==> src/rtl/rv32i_pkg.sv <==
// Shared RV32 definitions: M-extension op encoding, multiply/divide
// sequencer states and op classification helpers.
package rv32i_pkg;

    localparam int DPW = 32;
    localparam int MD_CNTW = $clog2(DPW);

    typedef enum logic [2:0] {
        MD_MUL,
        MD_MULH,
        MD_MULHSU,
        MD_MULHU,
        MD_DIV,
        MD_DIVU,
        MD_REM,
        MD_REMU
    } md_op_t;

    typedef enum logic [2:0] {
        MD_IDLE,
        MD_PREP,
        MD_CALC,
        MD_FIX,
        MD_DONE
    } md_state_e;

    function automatic logic md_is_signed_a(input md_op_t op);
        return op inside {MD_MULH, MD_MULHSU, MD_DIV, MD_REM};
    endfunction

    function automatic logic md_is_signed_b(input md_op_t op);
        return op inside {MD_MULH, MD_DIV, MD_REM};
    endfunction

    function automatic logic md_is_div(input md_op_t op);
        return op inside {MD_DIV, MD_DIVU, MD_REM, MD_REMU};
    endfunction

endpackage

==> src/rtl/muldiv_sequencer.sv <==
// Radix-2 RV32M multiply/divide sequencer beside the execute-stage ALU;
// stalls the front end while iterating and pulses done_o with the result.
module muldiv_sequencer
    import rv32i_pkg::*;
#(
    parameter int WIDTH = DPW
) (
    input  logic             clk,
    input  logic             rst_n,
    input  logic             start_i,
    input  md_op_t           op_i,
    input  logic [WIDTH-1:0] opa_i,
    input  logic [WIDTH-1:0] opb_i,
    input  logic [4:0]       rd_i,
    input  logic             kill_i,
    output logic             stall_o,
    output logic             done_o,
    output logic [WIDTH-1:0] result_o,
    output logic [4:0]       rd_o
);

    localparam int CW = $clog2(WIDTH);
    localparam logic [CW-1:0] LAST = CW'(WIDTH - 1);
    localparam logic [WIDTH-1:0] MINV = {1'b1, {(WIDTH-1){1'b0}}};

    md_state_e        state, stateN;
    md_op_t           opReg;
    logic [WIDTH-1:0] aReg, bReg;
    logic [4:0]       rdReg;
    logic [WIDTH-1:0] hi, lo, dvs;
    logic [CW-1:0]    cnt;
    logic             negQ, negR, zeroQ, ovfQ;

    logic             isDiv, sA, sB, divZero, divOvf;
    logic [WIDTH-1:0] magA, magB;
    logic [WIDTH:0]   mulSum, divRem;
    logic [WIDTH-1:0] divDiff;
    logic             divGe;
    logic [2*WIDTH-1:0] prod, prodS;
    logic [WIDTH-1:0] quot, rem, resSel;

    always_comb begin
        isDiv   = md_is_div(opReg);
        sA      = md_is_signed_a(opReg) & aReg[WIDTH-1];
        sB      = md_is_signed_b(opReg) & bReg[WIDTH-1];
        magA    = sA ? -aReg : aReg;
        magB    = sB ? -bReg : bReg;
        divZero = isDiv && (bReg == '0);
        divOvf  = isDiv && md_is_signed_a(opReg)
                  && (aReg == MINV) && (bReg == '1);
    end

    // hi:lo is the product during MUL and remainder:quotient during DIV
    always_comb begin
        mulSum  = {1'b0, hi} + (lo[0] ? {1'b0, dvs} : '0);
        divRem  = {hi, lo[WIDTH-1]};
        divGe   = divRem >= {1'b0, dvs};
        divDiff = divRem[WIDTH-1:0] - dvs;
    end

    always_comb begin
        prod  = {hi, lo};
        prodS = negQ ? -prod : prod;
        quot  = negQ ? -lo : lo;
        rem   = negR ? -hi : hi;
        if (zeroQ) begin
            quot = '1;
            rem  = aReg;
        end else if (ovfQ) begin
            quot = aReg;
            rem  = '0;
        end
        resSel = '0;
        unique case (1'b1)
            opReg == MD_MUL:  resSel = prodS[WIDTH-1:0];
            opReg inside {MD_MULH, MD_MULHSU, MD_MULHU}:
                              resSel = prodS[2*WIDTH-1:WIDTH];
            opReg inside {MD_DIV, MD_DIVU}:
                              resSel = quot;
            opReg inside {MD_REM, MD_REMU}:
                              resSel = rem;
            default:          resSel = '0;
        endcase
    end

    always_comb begin
        stateN = state;
        unique case (state)
            MD_IDLE: if (start_i) stateN = MD_PREP;
            MD_PREP: stateN = (divZero || divOvf) ? MD_FIX : MD_CALC;
            MD_CALC: if (cnt == LAST) stateN = MD_FIX;
            MD_FIX:  stateN = MD_DONE;
            MD_DONE: stateN = MD_IDLE;
            default: stateN = MD_IDLE;
        endcase
        if (kill_i) stateN = MD_IDLE;
    end

    assign stall_o = ((state == MD_IDLE) & start_i)
                   | (state == MD_PREP)
                   | (state == MD_CALC)
                   | (state == MD_FIX);
    assign done_o  = (state == MD_DONE);

    always_ff @(posedge clk) begin
        if (!rst_n) begin
            state    <= MD_IDLE;
            opReg    <= MD_MUL;
            aReg     <= '0;
            bReg     <= '0;
            rdReg    <= '0;
            hi       <= '0;
            lo       <= '0;
            dvs      <= '0;
            cnt      <= '0;
            negQ     <= 1'b0;
            negR     <= 1'b0;
            zeroQ    <= 1'b0;
            ovfQ     <= 1'b0;
            result_o <= '0;
            rd_o     <= '0;
        end else begin
            state <= stateN;
            unique case (state)
                MD_IDLE: if (start_i && !kill_i) begin
                    opReg <= op_i;
                    aReg  <= opa_i;
                    bReg  <= opb_i;
                    rdReg <= rd_i;
                end
                MD_PREP: begin
                    hi    <= '0;
                    lo    <= magA;
                    dvs   <= magB;
                    cnt   <= '0;
                    negQ  <= sA ^ sB;
                    negR  <= sA;
                    zeroQ <= divZero;
                    ovfQ  <= divOvf;
                end
                MD_CALC: begin
                    if (isDiv) begin
                        hi <= divGe ? divDiff : divRem[WIDTH-1:0];
                        lo <= {lo[WIDTH-2:0], divGe};
                    end else begin
                        hi <= mulSum[WIDTH:1];
                        lo <= {mulSum[0], lo[WIDTH-1:1]};
                    end
                    if (cnt != LAST) cnt <= cnt + 1'b1;
                end
                MD_FIX: if (!kill_i) begin
                    result_o <= resSel;
                    rd_o     <= rdReg;
                end
                default: ;
            endcase
        end
    end

endmodule

==> config.mk <==
export PLATFORM = sky130hd
export DESIGN_NAME = muldiv_sequencer
export DESIGN_NICKNAME = d
export VERILOG_FILES = /design/src/rtl/rv32i_pkg.sv /design/src/rtl/muldiv_sequencer.sv
export SDC_FILE = /design/constraint.sdc
export NUM_CORES = 1
export LEC_CHECK = 0
export CORE_ASPECT_RATIO = 1.75
export CORE_MARGIN = 4
export CORE_UTILIZATION = 55
export DETAILED_ROUTE_END_ITERATION = 12
export HOLD_SLACK_MARGIN = 0.08
export PLACE_DENSITY = 0.75
export SLEW_MARGIN = 40
export SYNTH_ARGS = -nofsm -noshare
export SYNTH_HDL_FRONTEND = slang
export SYNTH_SLANG_ARGS = --single-unit
==> constraint.sdc <==
create_clock -name clk -period 5.4 [get_ports clk]
set_input_delay 0.81 -clock clk [delete_from_list [all_inputs] [get_ports clk]]
set_output_delay 0.81 -clock clk [all_outputs]
set_load 0.05 [all_outputs]
=== After elaboration in Yosys (flattened, before gate mapping) ===
Index checks and enable logic that the tools add are counted.

* Add/sub/neg operators: 8
* Multiply operators: 0
* Divide/modulo/power cells: 0
* Magnitude comparators: 1
* Equal/unequal tests: 18
* Shifts and indexed selects: 0
* Muxes and demuxes: 22
* Bitwise gates (word level): 9
* Reduce and logical (&&, ||, !) cells: 22

{| class="wikitable"
|+ Operators by type and width
! operator !! count
|-
| $mux W32 || 12
|-
| $neg A32 Y32 || 4
|-
| $pmux W32 S2 || 2
|-
| $pmux W32 S4 || 1
|-
| $eq A32 B32 Y1 const B || 2
|-
| $mux W64 || 1
|-
| $neg A64 Y64 || 1
|-
| $add A32 B32 Y33 || 1
|-
| $ge A33 B32 Y1 || 1
|-
| $logic_not A32 Y1 || 1
|-
| $sub A32 B32 Y32 || 1
|-
| $eq A3 B3 Y1 const B || 5
|-
| $eq A3 B2 Y1 const B || 4
|-
| $pmux W3 S4 || 1
|-
| $pmux W5 S2 || 1
|-
| $reduce_and A2 Y1 || 4
|-
| $reduce_bool A4 Y1 || 2
|-
| $eq A3 B1 Y1 const B || 2
|-
| $logic_not A3 Y1 || 2
|-
| $mux W3 || 2
|-
| $reduce_bool A2 Y1 || 3
|-
| $reduce_bool A3 Y1 || 2
|-
| $add A5 B1 Y5 const B || 1
|-
| $eq A5 B5 Y1 const B || 1
|-
| other kinds (13) || 23
|}

* Flip-flop bits (word level): 217
* Bits in latches: 0
* RAM bits: 0
* Bits in read-only memories: 0
* Input bits: 76
* Output and inout port bits: 39
* Logic and storage cells: 95
* Memories: 0

=== Longest topological paths before layout ===
* Depth in word-level cells: 8
* Depth in mapped cells: 14
* Mapped depth without buffers: 12

=== Worst setup path before layout ===
No wires, ideal clock.

* Kind: register to register
* Start point: register hi[0]
* End point: register result_o[28]
* Setup time: 74 ps
* Arrival: 3078 ps
* Data required time: 5326 ps
* Path slack: 2248 ps
* Stages on the path, launching flop included: 13
* Path buffers: 2
* Period minus slack after synthesis: 3152 ps
* Cell sequence: dfxtp_1 clkbuf_1 inv_1 ha_1 or3b_1 nor3_1 nand4b_2 or4b_1 buf_2 or4b_1 o21ai_1 o21ai_1 a31oi_1

* Longest elaborated chain between the ends: 5
* Elaborated cells between the ends (all ways): 7
* Those cells by class: add/sub: 2; mux: 5

{| class="wikitable"
|+ Ends and longest elaborated chain
! item !! line !! RTL
|-
| start: declaration || muldiv_sequencer.sv:30 || <nowiki>logic [WIDTH-1:0] hi, lo, dvs;</nowiki>
|-
| start signal: assignment || muldiv_sequencer.sv:143 || <nowiki>hi <= divGe ? divDiff : divRem[WIDTH-1:0];</nowiki>
|-
| start signal: assignment || muldiv_sequencer.sv:146 || <nowiki>hi <= mulSum[WIDTH:1];</nowiki>
|-
| $neg A32 Y32 || muldiv_sequencer.sv:65 || <nowiki>rem = negR ? -hi : hi;</nowiki>
|-
| $mux W32 || muldiv_sequencer.sv:65 ||
|-
| $mux W32 || muldiv_sequencer.sv:69 || <nowiki>end else if (ovfQ) begin</nowiki>
|-
| $mux W32 || muldiv_sequencer.sv:66 || <nowiki>if (zeroQ) begin</nowiki>
|-
| $pmux W32 S4 * || muldiv_sequencer.sv:74 || <nowiki>unique case (1'b1)</nowiki>
|-
| end signal: assignment || muldiv_sequencer.sv:152 || <nowiki>result_o <= resSel;</nowiki>
|-
| end: declaration || muldiv_sequencer.sv:18 || <nowiki>output logic [WIDTH-1:0] result_o,</nowiki>
|}

Every way passes the cells marked *; elsewhere a longest branch is shown, timed or not.
A chain may end at the register's enable or synchronous reset.

=== Worst setup path after layout ===
* Start point: register hi[11]
* End point: register hi[10]

* Longest elaborated chain between the ends: 4
* Elaborated cells between the ends (all ways): 5
* Those cells by class: add/sub: 1; order compare: 1; mux: 3

{| class="wikitable"
|+ Ends and longest elaborated chain
! item !! line !! RTL
|-
| $ge A33 B32 Y1 || muldiv_sequencer.sv:57 || <nowiki>divGe = divRem >= {1'b0, dvs};</nowiki>
|-
| $mux W32 || muldiv_sequencer.sv:143 ||
|-
| $mux W32 * || muldiv_sequencer.sv:142 || <nowiki>if (isDiv) begin</nowiki>
|-
| $pmux W32 S2 * || muldiv_sequencer.sv:124 || <nowiki>unique case (state)</nowiki>
|}

Marked as above.

==> impl_metrics.py <==
metrics = {
    "clock_tree": {
        "clkTransAtPathRegs_ns": 0.06,
        "insertion_delay_ns": 0.56,
        "cts_resized": 0,
        "cts_max_path_buffers": 3,
        "hold_buffers": 0,
        "htreeDepth": 1,
        "numCtsBuffers": 24,
        "cts_root_buffer": "clkbuf_16",
        "cts_tree": "built",
        "postCtsSetupRepairBufs": 0,
        "clock_sinks": 217,
    },
    "power": {
        "p_leak_nw": 7.72,
        "ir_worst_vdd_mv": 0.318,
        "power_density_nw_per_um2": 239,
    },
    "floorplan": {
        "std_cell_rows": 85,
        "io_pins": 115,
        "die_h_um": 242,
        "design.die.area_sq_um": 34300,
        "die_x_um": 142,
        "start_util_pct": 55.8,
        "coreArea_sq_um": 30800,
    },
    "routing": {
        "route.detailed.drc": 0,
        "routedWlPerCell_um": 26.0,
        "final_antenna_net_count": 0,
        "drt_wl_total_um": 71300,
        "vias_per_cell": 6.77,
        "drt_iter0_drc": 1646,
        "dr_total_vias": 18581,
        "dr.pass1.iters": 7,
    },
    "timing": {
        "fin_crit_sh_pct": 73.3,
        "final-hold-violation-count": 0,
        "finalMaxSlewViolations": 0,
        "timing.hold.ws_ns": 0.467,
        "max_clock_freq_mhz": 253,
        "finalClockSkew_ns": 0.0149,
        "worst_pin_slew_ns": 0.863,
        "setup_viol": 0,
        "rsz0062_at_grt": "false",
        "fin_crit_ns": 3.96,
        "slew_headroom_pct": 42.5,
        "setup_tns_ns": 0,
    },
    "global_routing": {
        "grt_use_total_pct": 39.7,
        "grt_antenna_before_repair": 0,
        "grt_pass1_wl_um": 105000,
        "grt_overflow": 0,
        "grt_max_degree": 94,
        "first_global_vias": 18022,
    },
    "worst_setup_path": {
        "required_ns": 5.82,
        "timing.critical_path.mode_cell": "a21oi_1",
        "start_kind": "flip-flop",
        "cp_top_family": "compound AO/OA/AOI/OAI gates",
        "cp-end-kind": "flip-flop",
        "cp_num_buf_inv": 1,
        "arrival_ns": 4.38,
        "crit_chain": "ha_1 -> a21oi_1 -> o211ai_1 -> a41oi_1 -> a31oi_1 -> nor3_2 -> buf_4 -> nor2_1 -> a21oi_1 -> o21ai_0",
        "criticalPathCategory": "reg2reg",
        "slowest_delay_ns": 0.79,
        "cp_max_fo": 33,
        "critPathSlowestCell": "dfxtp_1",
    },
    "logic_synthesis": {
        "synth_edf_count": 0,
        "syn_avg_cell_area_sq_um": 7.28,
        "synth_cells": 2361,
        "synthArstFlopShare_pct": 0,
        "synth.net_count": 2510,
        "syn_area_sq_um": 17200,
        "synth.distinct_cells": 78,
        "ys_seq_area_share_pct": 25.3,
        "yosysWarnings": 0,
        "synth-main-ff-cell": "dfxtp_1",
        "ys_seq_elements": 217,
    },
    "placement": {
        "place_congestion": 1.09,
        "io_buffers": 114,
        "dpl.hpwl_um": 52600,
        "post-place-cells": 2700,
    },
    "finish": {
        "final_cell_mix": "408 x nand2_1, 216 x dfxtp_1, 168 x o21ai_0",
        "antenna_cells": 0,
        "drive_above_1_share_pct": 5.02,
        "layout.nets": 2484,
        "fin_cells": 2743,
        "final_common_cell": "nand2_1",
        "syn_to_final_growth_pct": 11.8,
    },
    "job": {
        "maxCapViolations": 0,
    },
    "worst_hold_path": {
        "hp-class": "reg2reg",
    },
    "run_status": {
        "outcome": "completed",
    },
}
-- sequential cells by signal (all words and copies together), names as in the netlist, 3 cells and up --
| signal | cells |
|---|---|
| result_o | 32 |
| dvs | 32 |
| cnt | 5 |
| rd_o | 5 |
| rdReg | 5 |
| lo | 32 |
| aReg | 32 |
| opReg | 3 |
| bReg | 32 |
| hi | 32 |
| state | 3 |
-- layer usage --
metal,up-vias,wire [um],global-route usage [%],part of all wire (%)
met5,-,0,0,0
met3,443,4950,6.70,6.9
met2,1011,35500,69.2,50
met4,0,8690,38.6,12
li1,8415,-,-,-
met1,8712,22200,38.2,31
-- cells by family (layout without fill, tap and decap cells) --
kind of cell / count (synthesis) / after routing / synth area share [%]
buf+inv: 257 / 248 / 5.68
compound gates: 748 / 748 / 29.1
simple gates: 832 / 832 / 22.2
xor+xnor: 191 / 191 / 9.73
flops: 217 / 217 / 25.3
mux: 43 / 43 / 2.61
fa+ha+maj: 73 / 73 / 5.40
-- cell usage after synthesis, types with 17 or more instances --
| cell | n | area [sq um] |
|---|---|---|
| a21oi_1 | 155 | 776 |
| nor3_1 | 44 | 220 |
| xor2_1 | 73 | 639 |
| ha_1 | 71 | 888 |
| nand4_1 | 23 | 144 |
| and3_1 | 29 | 181 |
| or4_1 | 17 | 128 |
| a21o_1 | 32 | 240 |
| nand2_1 | 408 | 1530 |
| a21boi_0 | 87 | 653 |
| o31ai_1 | 35 | 263 |
| nor4_1 | 22 | 138 |
| a31oi_1 | 21 | 131 |
| o211a_1 | 29 | 290 |
| or3_1 | 18 | 113 |
| clkbuf_1 | 178 | 668 |
| a221oi_1 | 19 | 166 |
| mux2i_1 | 28 | 280 |
| nand3_1 | 33 | 165 |
| o21ai_0 | 170 | 851 |
| nor2_1 | 149 | 559 |
| nand2b_1 | 20 | 125 |
| dfxtp_1 | 217 | 4340 |
| xnor2_1 | 118 | 1030 |
| o211ai_1 | 57 | 428 |
| inv_1 | 63 | 236 |
-- final timing paths --
path | startpoint | end | slack (ns) | cells past startpoint
max | hi[11]$_SDFFE_PN0P_ | hi[10]$_SDFFE_PN0P_ | 1.44 | 10
min | rd_o[0]$_SDFFE_PN0P_ | rd_o[0]$_SDFFE_PN0P_ | 0.47 | 2
max reg2reg | hi[11]$_SDFFE_PN0P_ | hi[10]$_SDFFE_PN0P_ | 1.44 | 10
min reg2reg | rd_o[0]$_SDFFE_PN0P_ | rd_o[0]$_SDFFE_PN0P_ | 0.47 | 2
-- cell type report --
cell class | instances | area (sq um)
repair buffers | 141 | 1350
fillers | 2832 | 11600
well taps | 391 | 489
inverters | 64 | 240
flip-flops and latches | 217 | 4350
clock inverters | 12 | 184
multi-input cells | 1887 | 12000
clock buffers | 31 | 667
-- where the power goes --
group	switching, W	internal, W
sequential	0.0000910	0.00165
clock	0.000759	0.00107
combinational	0.000656	0.000357
-- tightest hold or removal path: stages (launching register included) --
cell      delay, ns
dfxtp_1        0.31
nand2_1        0.05
a21boi_0       0.06
-- per-stage QoR --
stage	total power (W)	instance area, sq um	setup slack (ns)	util [%]
after floorplan	0.00241	17200	2.25	-
after global placement	0.00274	18300	1.64	59.4
after detailed placement	0.00275	18300	1.58	59.5
after CTS	0.00456	19200	1.57	62.2
after global routing	0.00472	19200	1.21	62.3
final	0.00458	19200	1.44	62.3
Note: power is estimated with default switching activity, not from simulation.
